<file path="src/rtl/spe_dwc_lane_pipe.sv">
// spe_dwc_lane_pipe: 4-stage per-lane batch-norm + activation pipeline with valid/ready backpressure
module spe_dwc_lane_pipe #(
  parameter int LANE_WIDTH = 8,
  parameter int LANE_NUM = 4,
  parameter int RELU6_MAX = 6,
  localparam int DATA_WIDTH = LANE_WIDTH * LANE_NUM
) (
  input  logic                  clk,
  input  logic                  rst_n,
  input  logic                  in_valid,
  output logic                  in_ready,
  input  logic [DATA_WIDTH-1:0] in_data,
  input  logic [DATA_WIDTH-1:0] alpha,
  input  logic [DATA_WIDTH-1:0] beta,
  input  logic                  have_batch,
  input  logic                  batch_first,
  input  logic [1:0]            act_mode,
  input  logic [5:0]            quant_norm,
  input  logic [3:0]            quant_pe,
  input  logic [2:0]            leaky_shift,
  output logic                  out_valid,
  input  logic                  out_ready,
  output logic [DATA_WIDTH-1:0] out_data,
  output logic                  idle
);
  localparam int W = LANE_WIDTH;
  function automatic logic [W-1:0] bn_op(input logic [W-1:0] x, a, b, input logic [5:0] qn);
    logic signed [2*W-1:0] p, s;
    logic [2*W:0] r;
    p = {{W{x[W-1]}}, x} * {{W{a[W-1]}}, a};
    s = p >>> qn;
    r = {s[2*W-1], s} + {{(W+1){b[W-1]}}, b};
    return (&r[2*W:W-1] | ~|r[2*W:W-1]) ? r[W-1:0] : {r[2*W], {(W-1){~r[2*W]}}};
  endfunction
  function automatic logic [W-1:0] act_op(input logic [W-1:0] x, input logic [1:0] am,
                                          input logic [3:0] qp, input logic [2:0] ls);
    logic [31:0] c;
    c = 32'(RELU6_MAX) << qp;
    return am == 2'd0 ? x :
           !x[W-1] ? ((am == 2'd2 && 32'(x) > c) ? c[W-1:0] : x) :
           am == 2'd3 ? W'($signed(x) >>> ls) : '0;
  endfunction
  // cfg layout: [16] have_batch, [15] batch_first, [14:13] act_mode, [12:7] quant_norm, [6:3] quant_pe, [2:0] leaky_shift
  function automatic logic [W-1:0] stage_op(input logic [W-1:0] x, a, b, input logic [16:0] cfg, input logic bn_now);
    return bn_now ? (cfg[16] ? bn_op(x, a, b, cfg[12:7]) : x) : act_op(x, cfg[14:13], cfg[6:3], cfg[2:0]);
  endfunction
  logic [3:0]            r_v;
  logic [DATA_WIDTH-1:0] r_d1, r_d2, r_d3, r_d4, r_a1, r_a2, r_b1, r_b2;
  logic [16:0]           r_c1, r_c2;
  logic [DATA_WIDTH-1:0] w_d2, w_d3;
  logic                  w_en;
  assign w_en      = !r_v[3] | out_ready;
  assign in_ready  = w_en;
  assign out_valid = r_v[3];
  assign out_data  = r_d4;
  assign idle      = ~|r_v;
  // S2 runs BN first when batch_first, S3 runs whichever operator S2 did not
  always_comb begin
    w_d2 = '0;
    w_d3 = '0;
    for (int k = 0; k < LANE_NUM; k++) begin
      w_d2[k*W +: W] = stage_op(r_d1[k*W +: W], r_a1[k*W +: W], r_b1[k*W +: W], r_c1, r_c1[15]);
      w_d3[k*W +: W] = stage_op(r_d2[k*W +: W], r_a2[k*W +: W], r_b2[k*W +: W], r_c2, !r_c2[15]);
    end
  end
  // whole pipeline advances together; a full output stage with no taker freezes every stage
  always_ff @(posedge clk or negedge rst_n) begin
    if (!rst_n) begin
      r_v  <= '0;
      r_d1 <= '0;
      r_d2 <= '0;
      r_d3 <= '0;
      r_d4 <= '0;
      r_a1 <= '0;
      r_a2 <= '0;
      r_b1 <= '0;
      r_b2 <= '0;
      r_c1 <= '0;
      r_c2 <= '0;
    end else if (w_en) begin
      r_v  <= {r_v[2:0], in_valid};
      r_d1 <= in_data;
      r_a1 <= alpha;
      r_b1 <= beta;
      r_c1 <= {have_batch, batch_first, act_mode, quant_norm, quant_pe, leaky_shift};
      r_d2 <= w_d2;
      r_a2 <= r_a1;
      r_b2 <= r_b1;
      r_c2 <= r_c1;
      r_d3 <= w_d3;
      r_d4 <= r_d3;
    end
  end
endmodule

</file>
<file path="config.mk">
export PLATFORM = sky130hd
export DESIGN_NAME = spe_dwc_lane_pipe
export DESIGN_NICKNAME = d
export VERILOG_FILES = /design/src/rtl/spe_dwc_lane_pipe.sv
export SDC_FILE = /design/constraint.sdc
export NUM_CORES = 2
export LEC_CHECK = 0
export ABC_AREA = 1
export BUFFER_PORTS_ARGS = -buffer_cell sky130_fd_sc_hd__buf_4
export CAP_MARGIN = 20
export CORE_MARGIN = 8
export CORE_UTILIZATION = 55
export CTS_CLUSTER_SIZE = 20
export DETAILED_ROUTE_END_ITERATION = 8
export PLACE_DENSITY = 0.72
export SLEW_MARGIN = 20
export SYNTH_ARGS = -nofsm -noshare
export SYNTH_HDL_FRONTEND = slang
export SYNTH_SLANG_ARGS = --single-unit
</file>
<file path="constraint.sdc">
create_clock -name clk -period 8.22 [get_ports clk]
set_clock_uncertainty 0.2 [all_clocks]
set_input_delay 2.466 -clock clk [delete_from_list [all_inputs] [get_ports clk]]
set_output_delay 2.466 -clock clk [all_outputs]
set_load 0.01 [all_outputs]
</file>
==> metrics.txt <==
r2r endpoint=r_d2[22]; r2r setup slk=420 ps; drt drc=0; Placed Instances=9577; Layout Cells excl Fill=9673; post-place setup slack=231 ps; YS warnings=0; crit start category=flop; Slew Limit Headroom=17.9%; wire length per cell=18.6 µm; Compound-Gate Fraction of Synth Area=12.0%; Final min period=7800 ps; Buf/Inv on CP=4; worst hold endpoint=out_data[23]; I/O Buffers=151; largest net degree at the start of global routing=226; Post-Synth Simple-Gate Area=31.0%; Largest stage delay, worst path=640 ps; final wirelength=180000 µm; Worst-Skew Late Latency=620 ps; Max Slew Vio Count=0; fillcell total=9563; initial antenna violation count=3; I/O pins=152; hold path start=r_d3[23]; Hold Path Class=flop to flop; critical setup path kind=flop to flop; period utilization=94.9%; critical path peak fanout=12; Clock Pin Slew Worst Setup and Hold Paths=60 ps; CTS tree=built; Post-synth top flop=dfrtp_1; Setup WS post-layout=419 ps; Die X=327 µm; outcome=finished, final reports clean; Setup violations, final=0; CTS Buffer Depth=3; worst path required time=8520 ps; #FFs+latches synth=294; WHS Path Cells=2; root buffer cell=clkbuf_16; drt first pass iters=9; row count=114; worst flop-to-flop path startpoint=r_d1[17]; RePlAce Congestion=1.04; Final Hold Vio Count=0; Max-Cap Viols=0; CP top delay family=adder cells; Total Neg Setup Slack=0 ps; Die Height=327 µm; Worst-Margin Slew=1230 ps; RSZ-0062 raised after global routing=yes; register area share after synthesis=13.8%; Core ar.=0.0963 mm²; Adder-Cell Fraction of Synth Area=26.8%; synthesized area=0.0532 mm²; Overall Global Routing Usage=32.9%; highest clock rate=0.128 GHz; vias per inst=5.65; DR vias=54647; GRT overflow=0; share of cells above drive strength 1=6.56%; vias in the first global route=52738; most frequent CP cell=nand2_1; H-tree levels=2; dpl hpwl=143000 µm; CP max stage cell=dfrtp_1; Avg Synthesized Cell Area=6.32 µm²; Inserted Clock Buffers=38; Post-synth EDFFs=0; Final nets=9352; CTS hold repair buffers=0; Synth cell types=58; global-route wire length before repair=285000 µm; Net Count, Synth=9392; Final ANT Viol Nets=0; Worst setup EP type=flop; Die Area=0.107 mm²; Arrival @ worst endpoint=8100 ps; mux contribution to synthesized area=0.113%; Synth Area in XOR/XNOR=2.03%; initial core utilization=55.2%; DR iter-0 viols=5626; Worst Reg2Reg Path Length in Cells=39; Num Clock Sinks=294; Area growth syn-to-layout=7.52%; largest family of logic cells by synthesized area=simple AND/OR/NAND/NOR gates; gate count after technology mapping=8407; Post-synth ARST share=100%; instance count on the critical path=39
-- cell families after synthesis --
| family | after synthesis |
|---|---|
| flops | 294 |
| buf+inv | 1989 |
| mux | 6 |
| fa+ha+maj | 868 |
| xor+xnor | 123 |
| compound gates | 1175 |
| simple gates | 3952 |
-- state kept, by name (all words and copies together), names as in the netlist --
signal / count
r_c1: 17
r_c2: 17
r_b2: 32
r_b1: 32
r_a1: 32
r_a2: 32
r_d2: 32
out_data: 32
r_d3: 32
r_d1: 32
r_v: 4
-- cell usage after synthesis (27+ instances only) --
| master | count | area share (%) |
|---|---|---|
| o21ai_0 | 476 | 4.5 |
| buf_1 | 42 | 0.30 |
| xnor2_1 | 43 | 0.71 |
| xor2_1 | 80 | 1.3 |
| fa_1 | 448 | 17 |
| ha_1 | 420 | 9.9 |
| nand2_1 | 2462 | 17 |
| clkbuf_1 | 284 | 2.0 |
| nand4_1 | 49 | 0.58 |
| inv_1 | 1593 | 11 |
| o211ai_1 | 93 | 1.3 |
| a31oi_1 | 28 | 0.33 |
| dfrtp_1 | 294 | 14 |
| buf_2 | 32 | 0.30 |
| a21oi_1 | 484 | 4.6 |
| nand3_2 | 27 | 0.51 |
| nand3_1 | 831 | 7.8 |
| nor2_1 | 485 | 3.4 |
-- worst max-delay path by stage --
stage	slack (ps)	from	to
finish	420	r_d1[17]	r_d2[22]
global route	-60	r_d1[15]	r_d2[12]
detailed placement	230	r_d1[23]	r_d2[21]
floorplan	1070	r_d2[31]	r_d3[28]
global placement	210	r_d1[23]	r_d2[21]
CTS	210	r_a1[19]	r_d2[21]
-- stage by stage --
stage          util [%]  hold slack (ps)  cell area (µm²)
3_3_place_gp       57.4              258            55300
5_1_grt            59.4              288            57100
6_report           59.4              265            57100
3_5_place_dp       57.4              260            55300
2_1_floorplan         -              242            53200
4_1_cts            58.8              269            56600
-- layout make-up --
cell class	count	area [µm²]	share of cell area (%)
Inverter	1616	6090	10.7
Multi-Input combinational cell	6133	38600	67.5
Sequential cell	294	7390	12.9
Timing Repair Buffer	284	2190	3.83
Clock buffer	48	1050	1.84
Tap cell	1276	1600	2.79
Antenna cell	1	2.50	0.00438
Clock inverter	21	238	0.416
-- per-layer routing --
layer | GRT usage, % | wire (µm)
met1 | 42.5 | 73400
met2 | 53.3 | 80900
met3 | 4.79 | 14400
met4 | 17.5 | 11000
met5 | 0 | 13
-- worst register-to-register path, delay by kind of cell, from the launching register on --
| kind | cells | cell delay, ps |
|---|---|---|
| compound gates | 5 | 1020 |
| buf+inv | 4 | 270 |
| fa+ha+maj | 6 | 2850 |
| flops | 1 | 640 |
| simple gates | 24 | 2720 |
-- cell usage in the layout, fill, tap and decap left out, types with 35 or more instances in the layout --
cell	n
nand4_1	49
o211ai_1	93
nand2_1	2452
clkbuf_16	39
nand3_1	822
nor2_1	477
xnor2_1	43
xor2_1	80
o21ai_1	35
o21ai_0	466
fa_1	439
buf_4	278
ha_1	415
a21oi_1	478
dfrtp_1	267
inv_1	1585
-- repair_timing --
action                     CTS  global route
setup endpoints to repair    0            59
resized for setup            0           103
buffers inserted             0            16
Power is left out: the tool's default activity adds up to more than one toggle a clock period on the data nets, which glitch-free logic cannot reach.
